[src/rtl/gpio_pkg.sv]
// Shared constants and register decode for the GPIO bus responder.
package gpio_pkg;

   localparam logic [31:0] GPIO_BASE = 32'h0200_0000;
   localparam int          WIN_BITS  = 8;

   localparam logic [7:0] OFS_DATA_OUT = 8'h00;
   localparam logic [7:0] OFS_DIR      = 8'h04;
   localparam logic [7:0] OFS_DATA_IN  = 8'h08;
   localparam logic [7:0] OFS_IRQ_EN   = 8'h0C;
   localparam logic [7:0] OFS_IRQ_STAT = 8'h10;
   localparam logic [7:0] OFS_TOGGLE   = 8'h14;

   typedef enum logic [2:0] {
      SEL_NONE     = 3'd0,
      SEL_DATA_OUT = 3'd1,
      SEL_DIR      = 3'd2,
      SEL_DATA_IN  = 3'd3,
      SEL_IRQ_EN   = 3'd4,
      SEL_IRQ_STAT = 3'd5,
      SEL_TOGGLE   = 3'd6
   } reg_sel_e;

   // Byte lanes within a word are ignored, so only ofs[7:2] selects.
   function automatic reg_sel_e decode_sel(input logic [7:0] ofs);
      reg_sel_e sel;
      case ({ofs[7:2], 2'b00})
         OFS_DATA_OUT: sel = SEL_DATA_OUT;
         OFS_DIR:      sel = SEL_DIR;
         OFS_DATA_IN:  sel = SEL_DATA_IN;
         OFS_IRQ_EN:   sel = SEL_IRQ_EN;
         OFS_IRQ_STAT: sel = SEL_IRQ_STAT;
         OFS_TOGGLE:   sel = SEL_TOGGLE;
         default:      sel = SEL_NONE;
      endcase
      return sel;
   endfunction

endpackage

[src/rtl/gpio_in_sync.sv]
// Pin input path: two-flop synchronizer, edge detect and post-reset warm-up mask.
module gpio_in_sync
   import gpio_pkg::*;
#(
   parameter int GPIO_W = 8
) (
   input  logic              clk,
   input  logic              rst,
   input  logic [GPIO_W-1:0] pin_i,
   output logic [GPIO_W-1:0] sync_o,
   output logic [GPIO_W-1:0] rise_o
);

   logic [GPIO_W-1:0] meta_q;
   logic [GPIO_W-1:0] sync_q;
   logic [GPIO_W-1:0] prev_q;
   logic [1:0]        warm_q;
   logic [1:0]        warm_d;
   logic              warm_done_s;

   assign warm_done_s = (warm_q == 2'd3);

   // Warm-up counter saturates at 3 so pins already high at reset release are not seen as edges.
   always_comb begin
      warm_d = warm_q;
      if (!warm_done_s) begin
         warm_d = warm_q + 2'd1;
      end else begin
         warm_d = warm_q;
      end
   end

   // Synchronizer, delayed copy and warm-up state.
   always_ff @(posedge clk or posedge rst) begin
      if (rst) begin
         meta_q <= {GPIO_W{1'b0}};
         sync_q <= {GPIO_W{1'b0}};
         prev_q <= {GPIO_W{1'b0}};
         warm_q <= 2'd0;
      end else begin
         meta_q <= pin_i;
         sync_q <= meta_q;
         prev_q <= sync_q;
         warm_q <= warm_d;
      end
   end

   assign sync_o = sync_q;
   assign rise_o = sync_q & ~prev_q & {GPIO_W{warm_done_s}};

endmodule

[src/rtl/gpio_responder.sv]
// GPIO peripheral on the CPU address/data bus: output/direction registers,
// synchronized input readback and sticky rising-edge interrupt status.
module gpio_responder
   import gpio_pkg::*;
#(
   parameter logic [31:0] BASE_ADDR = GPIO_BASE,
   parameter int          GPIO_W    = 8
) (
   input  logic              clk,
   input  logic              rst,
   input  logic [31:0]       addr,
   input  logic [31:0]       wdata,
   input  logic              we,
   output logic [31:0]       rdata,
   input  logic [GPIO_W-1:0] gpio_in,
   output logic [GPIO_W-1:0] gpio_out,
   output logic [GPIO_W-1:0] gpio_oe,
   output logic              irq
);

   logic [GPIO_W-1:0] out_q,  out_d;
   logic [GPIO_W-1:0] dir_q,  dir_d;
   logic [GPIO_W-1:0] en_q,   en_d;
   logic [GPIO_W-1:0] stat_q, stat_d;
   logic [31:0]       rdata_q, rdata_d;
   logic              irq_q,  irq_d;

   logic [GPIO_W-1:0] sync_s;
   logic [GPIO_W-1:0] rise_s;
   logic [GPIO_W-1:0] wval_s;
   logic [GPIO_W-1:0] clr_s;
   logic [GPIO_W-1:0] rd_val_s;
   logic              hit_s;
   logic              wr_s;
   reg_sel_e          sel_s;
   logic              unused_s;

   gpio_in_sync #(
      .GPIO_W (GPIO_W)
   ) u_in_sync (
      .clk    (clk),
      .rst    (rst),
      .pin_i  (gpio_in),
      .sync_o (sync_s),
      .rise_o (rise_s)
   );

   assign hit_s    = (addr[31:WIN_BITS] == BASE_ADDR[31:WIN_BITS]);
   assign sel_s    = decode_sel(addr[WIN_BITS-1:0]);
   assign wr_s     = we & hit_s;
   assign wval_s   = wdata[GPIO_W-1:0];
   assign unused_s = ^{addr[1:0], wdata};

   // Register write decode; a W1C clear on the same bit as a new rise loses to the rise.
   always_comb begin
      out_d = out_q;
      dir_d = dir_q;
      en_d  = en_q;
      clr_s = {GPIO_W{1'b0}};
      if (wr_s) begin
         case (sel_s)
            SEL_DATA_OUT: out_d = wval_s;
            SEL_DIR:      dir_d = wval_s;
            SEL_IRQ_EN:   en_d  = wval_s;
            SEL_IRQ_STAT: clr_s = wval_s;
            SEL_TOGGLE:   out_d = out_q ^ wval_s;
            default:      out_d = out_q;
         endcase
      end else begin
         out_d = out_q;
      end
      stat_d = (stat_q & ~clr_s) | rise_s;
      irq_d  = |(stat_q & en_q);
   end

   // Read mux reflects pre-write register state; misses and write-only offsets read 0.
   always_comb begin
      rd_val_s = {GPIO_W{1'b0}};
      if (hit_s) begin
         case (sel_s)
            SEL_DATA_OUT: rd_val_s = out_q;
            SEL_DIR:      rd_val_s = dir_q;
            SEL_DATA_IN:  rd_val_s = sync_s;
            SEL_IRQ_EN:   rd_val_s = en_q;
            SEL_IRQ_STAT: rd_val_s = stat_q;
            default:      rd_val_s = {GPIO_W{1'b0}};
         endcase
      end else begin
         rd_val_s = {GPIO_W{1'b0}};
      end
      rdata_d               = 32'h0000_0000;
      rdata_d[GPIO_W-1:0]   = rd_val_s;
   end

   // Architectural registers and registered bus outputs.
   always_ff @(posedge clk or posedge rst) begin
      if (rst) begin
         out_q   <= {GPIO_W{1'b0}};
         dir_q   <= {GPIO_W{1'b0}};
         en_q    <= {GPIO_W{1'b0}};
         stat_q  <= {GPIO_W{1'b0}};
         rdata_q <= 32'h0000_0000;
         irq_q   <= 1'b0;
      end else begin
         out_q   <= out_d;
         dir_q   <= dir_d;
         en_q    <= en_d;
         stat_q  <= stat_d;
         rdata_q <= rdata_d;
         irq_q   <= irq_d;
      end
   end

   assign rdata    = rdata_q;
   assign gpio_out = out_q;
   assign gpio_oe  = dir_q;
   assign irq      = irq_q;

endmodule

[config.mk]
export PLATFORM = sky130hd
export DESIGN_NAME = gpio_responder
export DESIGN_NICKNAME = d
export VERILOG_FILES = /design/src/rtl/gpio_pkg.sv /design/src/rtl/gpio_in_sync.sv /design/src/rtl/gpio_responder.sv
export SDC_FILE = /design/constraint.sdc
export NUM_CORES = 1
export LEC_CHECK = 0
export CORE_ASPECT_RATIO = 0.9
export CORE_MARGIN = 2
export CORE_UTILIZATION = 43
export CTS_CLUSTER_SIZE = 12
export DETAILED_ROUTE_END_ITERATION = 12
export PLACE_DENSITY = 0.8
export SYNTH_ARGS = -nofsm -noshare
export SYNTH_HDL_FRONTEND = slang
export SYNTH_SLANG_ARGS = --single-unit
[constraint.sdc]
create_clock -name clk -period 2.6 [get_ports clk]
set_input_delay 0.52 -clock clk [delete_from_list [all_inputs] [get_ports clk]]
set_output_delay 0.52 -clock clk [all_outputs]
set_load 0.01 [all_outputs]
== Word level (Yosys, flattened, before mapping) ==
Cells that the tools add are included.

* Muxes and demuxes: 6
* Reductions and logical operators: 6
* Equality and inequality tests: 13
* Bitwise logic cells: 9
* $add $sub $neg: 1

{| class="wikitable"
|+ Operators with widths
! operator !! number
|-
| 8-bit case mux with 5 select lines || 1
|-
| 8-bit AND || 4
|-
| 24-bit by 18-bit == test with 1-bit output (second input constant) || 1
|-
| 8-bit two-way mux || 3
|-
| 3-bit case mux with 6 select lines || 1
|-
| 8-bit NOT || 2
|-
| 8-bit case mux with 2 select lines || 1
|-
| 6-bit by 2-bit == test with 1-bit output (second input constant) || 2
|-
| 6-bit by 3-bit == test with 1-bit output (second input constant) || 2
|-
| 3-bit == test (second input constant) || 3
|-
| 8-bit bitwise OR || 1
|-
| 8-bit OR reduction || 1
|-
| 8-bit XOR || 1
|-
| 3-bit by 2-bit == test with 1-bit output (second input constant) || 2
|-
| 6-bit by 1-bit == test with 1-bit output (second input constant) || 1
|-
| 6-bit logical NOT || 1
|-
| 2-bit AND reduction || 3
|-
| 3-bit by 1-bit == test with 1-bit output (second input constant) || 1
|-
| 2-bit by 1-bit adder with 2-bit output (second input constant) || 1
|-
| 2-bit == test (second input constant) || 1
|-
| 2-bit nonzero test || 1
|-
| 1-bit AND || 1
|}

* Output and inout bits: 49
* Logic and storage cells: 45
* Register bits after elaboration: 67
* Input bits: 75

== Depth between registers and ports, before layout ==
* Depth in word-level cells: 8
* Gate-level depth with buffers: 7
* Depth with buffers taken out: 4

== Cells and area by module ==
A second synthesis with hierarchy kept.

* Cell total of the unflattened synthesis: 253
* Area total of the unflattened synthesis: 3054.2 sq um

{| class="wikitable"
|+ Modules (own cells, without submodules)
! module !! area an instance (sq um) !! sequential area each (sq um) !! cells each !! times used
|-
| gpio_responder || 2279.7 || 1026.0 || 214 || 1
|-
| gpio_in_sync || 774.5 || 650.6 || 39 || 1
|}

== Worst setup path after synthesis ==
OpenSTA, ideal clock, no wires.

* Kind: input port to flip-flop
* Start: input addr[7]
* End: register dir_q[0] (netlist: gpio_oe[0])
* Path buffers: 1
* Data required time: 2.475 ns
* Cell stages on the path: 5
* Arrival: 2.006 ns
* Slack: 0.469 ns
* Path through: or4_1 > buf_2 > nor3b_4 > nand4_4 > mux2_2

* Longest elaborated chain between the ends: 4
* Elaborated cells on any way between the ends: 9

{| class="wikitable"
|+ RTL lines
! what !! RTL line !! RTL
|-
| from (decl) || gpio_responder.sv:11 || <nowiki>input logic [31:0] addr,</nowiki>
|-
| 6-bit by 3-bit == test with 1-bit output (tied with other cells) || gpio_pkg.sv:27 || <nowiki>case ({ofs[7:2], 2'b00})</nowiki>
|-
| 3-bit case mux with 6 select lines * || gpio_pkg.sv:27 ||
|-
| 3-bit by 2-bit == test with 1-bit output * || gpio_responder.sv:61 || <nowiki>case (sel_s)</nowiki>
|-
| 2-bit AND reduction (no source line) * || - ||
|-
| to (signal assigned) || gpio_responder.sv:99 || <nowiki>dir_q <= {GPIO_W{1'b0}};</nowiki>
|-
| to (signal assigned) || gpio_responder.sv:106 || <nowiki>dir_q <= dir_d;</nowiki>
|-
| to (decl) || gpio_responder.sv:22 || <nowiki>logic [GPIO_W-1:0] dir_q, dir_d;</nowiki>
|}

Mark *: on every way between the ends. The rest lies on a longest branch, timed or not.
A chain may end at the register's enable or synchronous reset.

== Worst setup path in the final report ==
* Start: input addr[6]
* End: register dir_q[0] (netlist: gpio_oe[0])

Same word-level chain as after synthesis.

==> flow_results.org <==
** Status
- The run finished with clean final reports.

** Yosys
- In this run, synthesis inferred 0 flip-flops with an integrated enable.
- In the synthesized netlist the dominant register cell turns out to be sky130_fd_sc_hd__dfrtp_1.
- Instance count of the mapped netlist :: between 200 and 300
- Of all flip-flops after synthesis, the portion carrying an async set or reset was 100%.
- Unique cell type count in the Yosys netlist :: 40
- Number of storage elements in the synthesis netlist :: between 60 and 70
- Sequential element share of the synthesized area :: a little over half
- The average instance in the mapped netlist occupies ~12 um2.
- Summing every instance area after synthesis gives 3080 um2.
- Synth warn :: 0

** Placement
- The wire-length estimate of the detail-placed layout is 5540 um.
- After detailed placement, the total cell area comes to about 4000 um2.
- Setup slack after placement :: -0.240 ps
- In this run the tool buffered the top-level ports with 73 buffer cells.
- Total instance count after detailed placement :: 440
- The congestion estimate from routability-driven global placement came to 0.886.

** Routing
- Per-cell routed wire length :: around 17 um
- Number of vias in the routed layout :: between 2000 and 3000
- Vias per cell :: around 5.7
- DR pass1 iterations :: 5
- Post-route DRC violation count :: 0
- In this run the remaining antenna-violating nets after routing total 0.
- The routed design has around 7900 um of wire.
- The detailed router finished its first iteration with between 300 and 400 violations.

** Clock tree
- For this design, the CTS-stage hold fixing added 0 buffers.
- The cell sitting at the root of the clock tree is a sky130_fd_sc_hd__clkbuf_8.
- Source-to-sink clock delay at the later pin of the worst-skew pair :: 350 ps
- Clock-pin slew was measured on the worst setup and hold paths at 70 ps.
- For this design, the sink count on the clock tree is 67.
- In this run the post-CTS setup repair buffer count came out at 0.
- Count of H-tree levels built during CTS :: 3
- In this run, post-CTS repair resized a total of 0 instances.
- TritonCTS built the clock tree.
- Counting along the longest clock path gives a buffer depth of 2.
- Buffers inserted during clock tree synthesis total 9.

** Finish
- At the end of the flow, the number of nets in the layout was approximately 430.
- The post-route netlist has 18.7% of its cells at a drive strength greater than 1.
- From synthesis to final layout, the design area changed by 37.3%.
- Leaving out fill and tap cells, the most frequent cell in the layout is sky130_fd_sc_hd__clkdlybuf4s50_1.
- After filler insertion, the fill cell instance count of the layout stands at roughly 570.
- Count of non-filler cells in the finished layout :: 456
- Top library cells by usage in the layout, fill and taps aside :: 73 x sky130_fd_sc_hd__clkdlybuf4s50_1, 67 x sky130_fd_sc_hd__dfrtp_1, 25 x sky130_fd_sc_hd__buf_4, 24 x sky130_fd_sc_hd__conb_1, 17 x sky130_fd_sc_hd__mux2_2
- Diodes inserted :: 0
- The multi-input combinational cells in the finished layout cover a total of ~1200 um2.
- Finished Cell Area :: about 4200 um2
- Registers take roughly 1700 um2.

** Global routing
- The total overflow left after global routing is 0.
- Entering global routing, the biggest net connects 68 pins.
- Via count of the first global-routing pass :: roughly 2600
- Wire length of the first global-routing pass :: about 13000 um
- Total routing resource utilization after global routing :: a little over a fifth
- Antenna violations before repair :: 0

** Min path
- Classification of the worst-slack hold path :: register to register
- Along the worst hold path, the cell count comes to 0.

** Worst setup path
- Counting both buffers and inverters, the worst setup path holds a total of 1.
- The largest individual stage delay along the critical path comes from the cell sky130_fd_sc_hd__or4_1.
- Crit path max fanout :: 8
- Grouping stages by cell kind, the critical path spends the most delay in simple AND/OR/NAND/NOR gates.
- Worst setup path category :: primary input to register
- STA classifies the critical path startpoint as a primary input.
- CP Cell Sequence :: clkdlybuf4s50_1, or4_1, nor3b_4, nand4_4, mux2_2
- The worst setup path is captured at a register.
- Critical path required time :: roughly 2800 ps
- In this run the number of cells on the critical path is 5.
- Worst R2R Path Depth :: 2
- Largest stage delay, worst path :: slightly above 600 ps
- Arrival time reported for the critical path endpoint :: between 2000 and 2500 ps

** Floorplan
- Once the floorplan was initialized, standard cells occupied around 44% of the core.
- Placement row count :: 29
- Core Box Area :: 7000 um2
- The die is between 80 and 90 um tall.
- DIE AREA :: 7850 um2
- Pin placement for this block handled ~120 I/O pins.
- From left edge to right edge, the die measures a little over 90 um.

** STA
- Adding up every negative setup slack in the final design gives 0 ps.
- Dividing the final minimum period by the clock period gives between 80% and 90%.
- For this run, the top clock speed supported by timing is about 450 MHz.
- The worst path in the final design needs a cycle of approximately 2200 ps, including I/O delays and setup.
- Setup-violating endpoint count in the final report :: 0
- Clock skew :: between 6 and 7 ps
- Setup repair after global routing left no endpoint under its margin.
- The final hold violation count is 0.
- Minimum setup slack in the final design :: ~360 ps
- Final Slew Violations :: 0

** Job
- Number of max-cap violations :: 0

** Pwr
- IR analysis of the VDD net gives a maximum drop of 0.000469 V.
- Dividing total power by cell area gives a power density of 525 nW/um2.
- Static leakage :: about 1.7 nW
[power breakdown]
group          internal, W  leakage, nW  switching (W)  total, W
clock             0.000565        0.108       0.000408  0.000973
combinational    0.0000896        0.801      0.0000874  0.000177
sequential         0.00106        0.828     0.00000871   0.00107
[cell usage after synthesis, types with 2 or more instances]
master | n | share of area [%]
sky130_fd_sc_hd__nand3_1 | 2 | 0.33
sky130_fd_sc_hd__a2111oi_0 | 8 | 2.3
sky130_fd_sc_hd__xnor2_1 | 2 | 0.57
sky130_fd_sc_hd__buf_1 | 2 | 0.24
sky130_fd_sc_hd__a41o_1 | 6 | 2.0
sky130_fd_sc_hd__nor2_1 | 2 | 0.24
sky130_fd_sc_hd__buf_2 | 5 | 0.81
sky130_fd_sc_hd__dfrtp_1 | 67 | 54
sky130_fd_sc_hd__nor4_1 | 6 | 1.2
sky130_fd_sc_hd__a31oi_1 | 6 | 1.2
sky130_fd_sc_hd__nand2_1 | 14 | 1.7
sky130_fd_sc_hd__mux2_2 | 17 | 6.2
sky130_fd_sc_hd__a32o_1 | 2 | 0.65
sky130_fd_sc_hd__buf_4 | 24 | 5.9
sky130_fd_sc_hd__o2bb2ai_1 | 6 | 1.7
sky130_fd_sc_hd__and3_1 | 4 | 0.81
sky130_fd_sc_hd__a21oi_1 | 15 | 2.4
sky130_fd_sc_hd__inv_1 | 3 | 0.37
sky130_fd_sc_hd__a22oi_1 | 12 | 2.9
sky130_fd_sc_hd__nor3_1 | 14 | 2.3
sky130_fd_sc_hd__a222oi_1 | 8 | 2.6
sky130_fd_sc_hd__nand4_1 | 13 | 2.6
sky130_fd_sc_hd__clkbuf_1 | 7 | 0.85
[registers in the layout, summed over array words and instances (netlist names)]
name              flops
stat_q                8
rdata                 8
u_in_sync.warm_q      2
u_in_sync.sync_o      8
u_in_sync.meta_q      8
u_in_sync.prev_q      8
gpio_oe               8
en_q                  8
irq                   1
gpio_out              8
[path summary, 6_finish.rpt]
path / startpoint / end / slack (ps)
max in group asynchronous: rst / u_in_sync.prev_q[3]$_DFF_PP0_ / 1780
min in group asynchronous: rst / u_in_sync.meta_q[3]$_DFF_PP0_ / 560
setup / recovery: addr[6] / gpio_oe[0]$_DFFE_PP0P_ / 360
hold / removal: u_in_sync.meta_q[1]$_DFF_PP0_ / u_in_sync.sync_o[1]$_DFF_PP0_ / 350
setup reg to reg: u_in_sync.warm_q[0]$_DFFE_PP0N_ / u_in_sync.warm_q[1]$_DFFE_PP0N_ / 1280
hold reg to reg: u_in_sync.meta_q[1]$_DFF_PP0_ / u_in_sync.sync_o[1]$_DFF_PP0_ / 350
[through the flow]
stage	hold slack (ps)	power [W]	utilization [%]
after floorplan	331	0.00117	-
after global placement	333	0.00126	57.1
after detailed placement	336	0.00127	57.1
after CTS	353	0.00225	60.3
after global routing	351	0.00231	60.3
final	348	0.00222	60.3
[routing by layer]
metal / global-route usage, % / routed length (um) / vias up
met5: 0 / 0 / -
met4: 8.29 / 130 / 0
met3: 5.92 / 630 / 11
met2: 34.3 / 3850 / 136
met1: 27.7 / 3290 / 1274
li1: - / - / 1169
[cells by family after synthesis]
family          share of synthesized area (%)
compound gates                           16.8
flops                                    54.5
simple gates                             13.0
buf+inv                                  8.13
mux                                      6.22
xor+xnor                                0.854
fa+ha+maj                               0.407
other cells                             0.122
[final cells by class]
cell class / count / share of cell area, %
Multi-Input combinational cell: 177 / 29.3
Inverter: 3 / 0.267
Sequential cell: 67 / 39.7
Timing Repair Buffer: 100 / 22.7
Clock buffer: 10 / 3.26
Tap cell: 93 / 2.75
Clock inverter: 6 / 2.10
No activity file was read; power rests on OpenSTA's default activity.
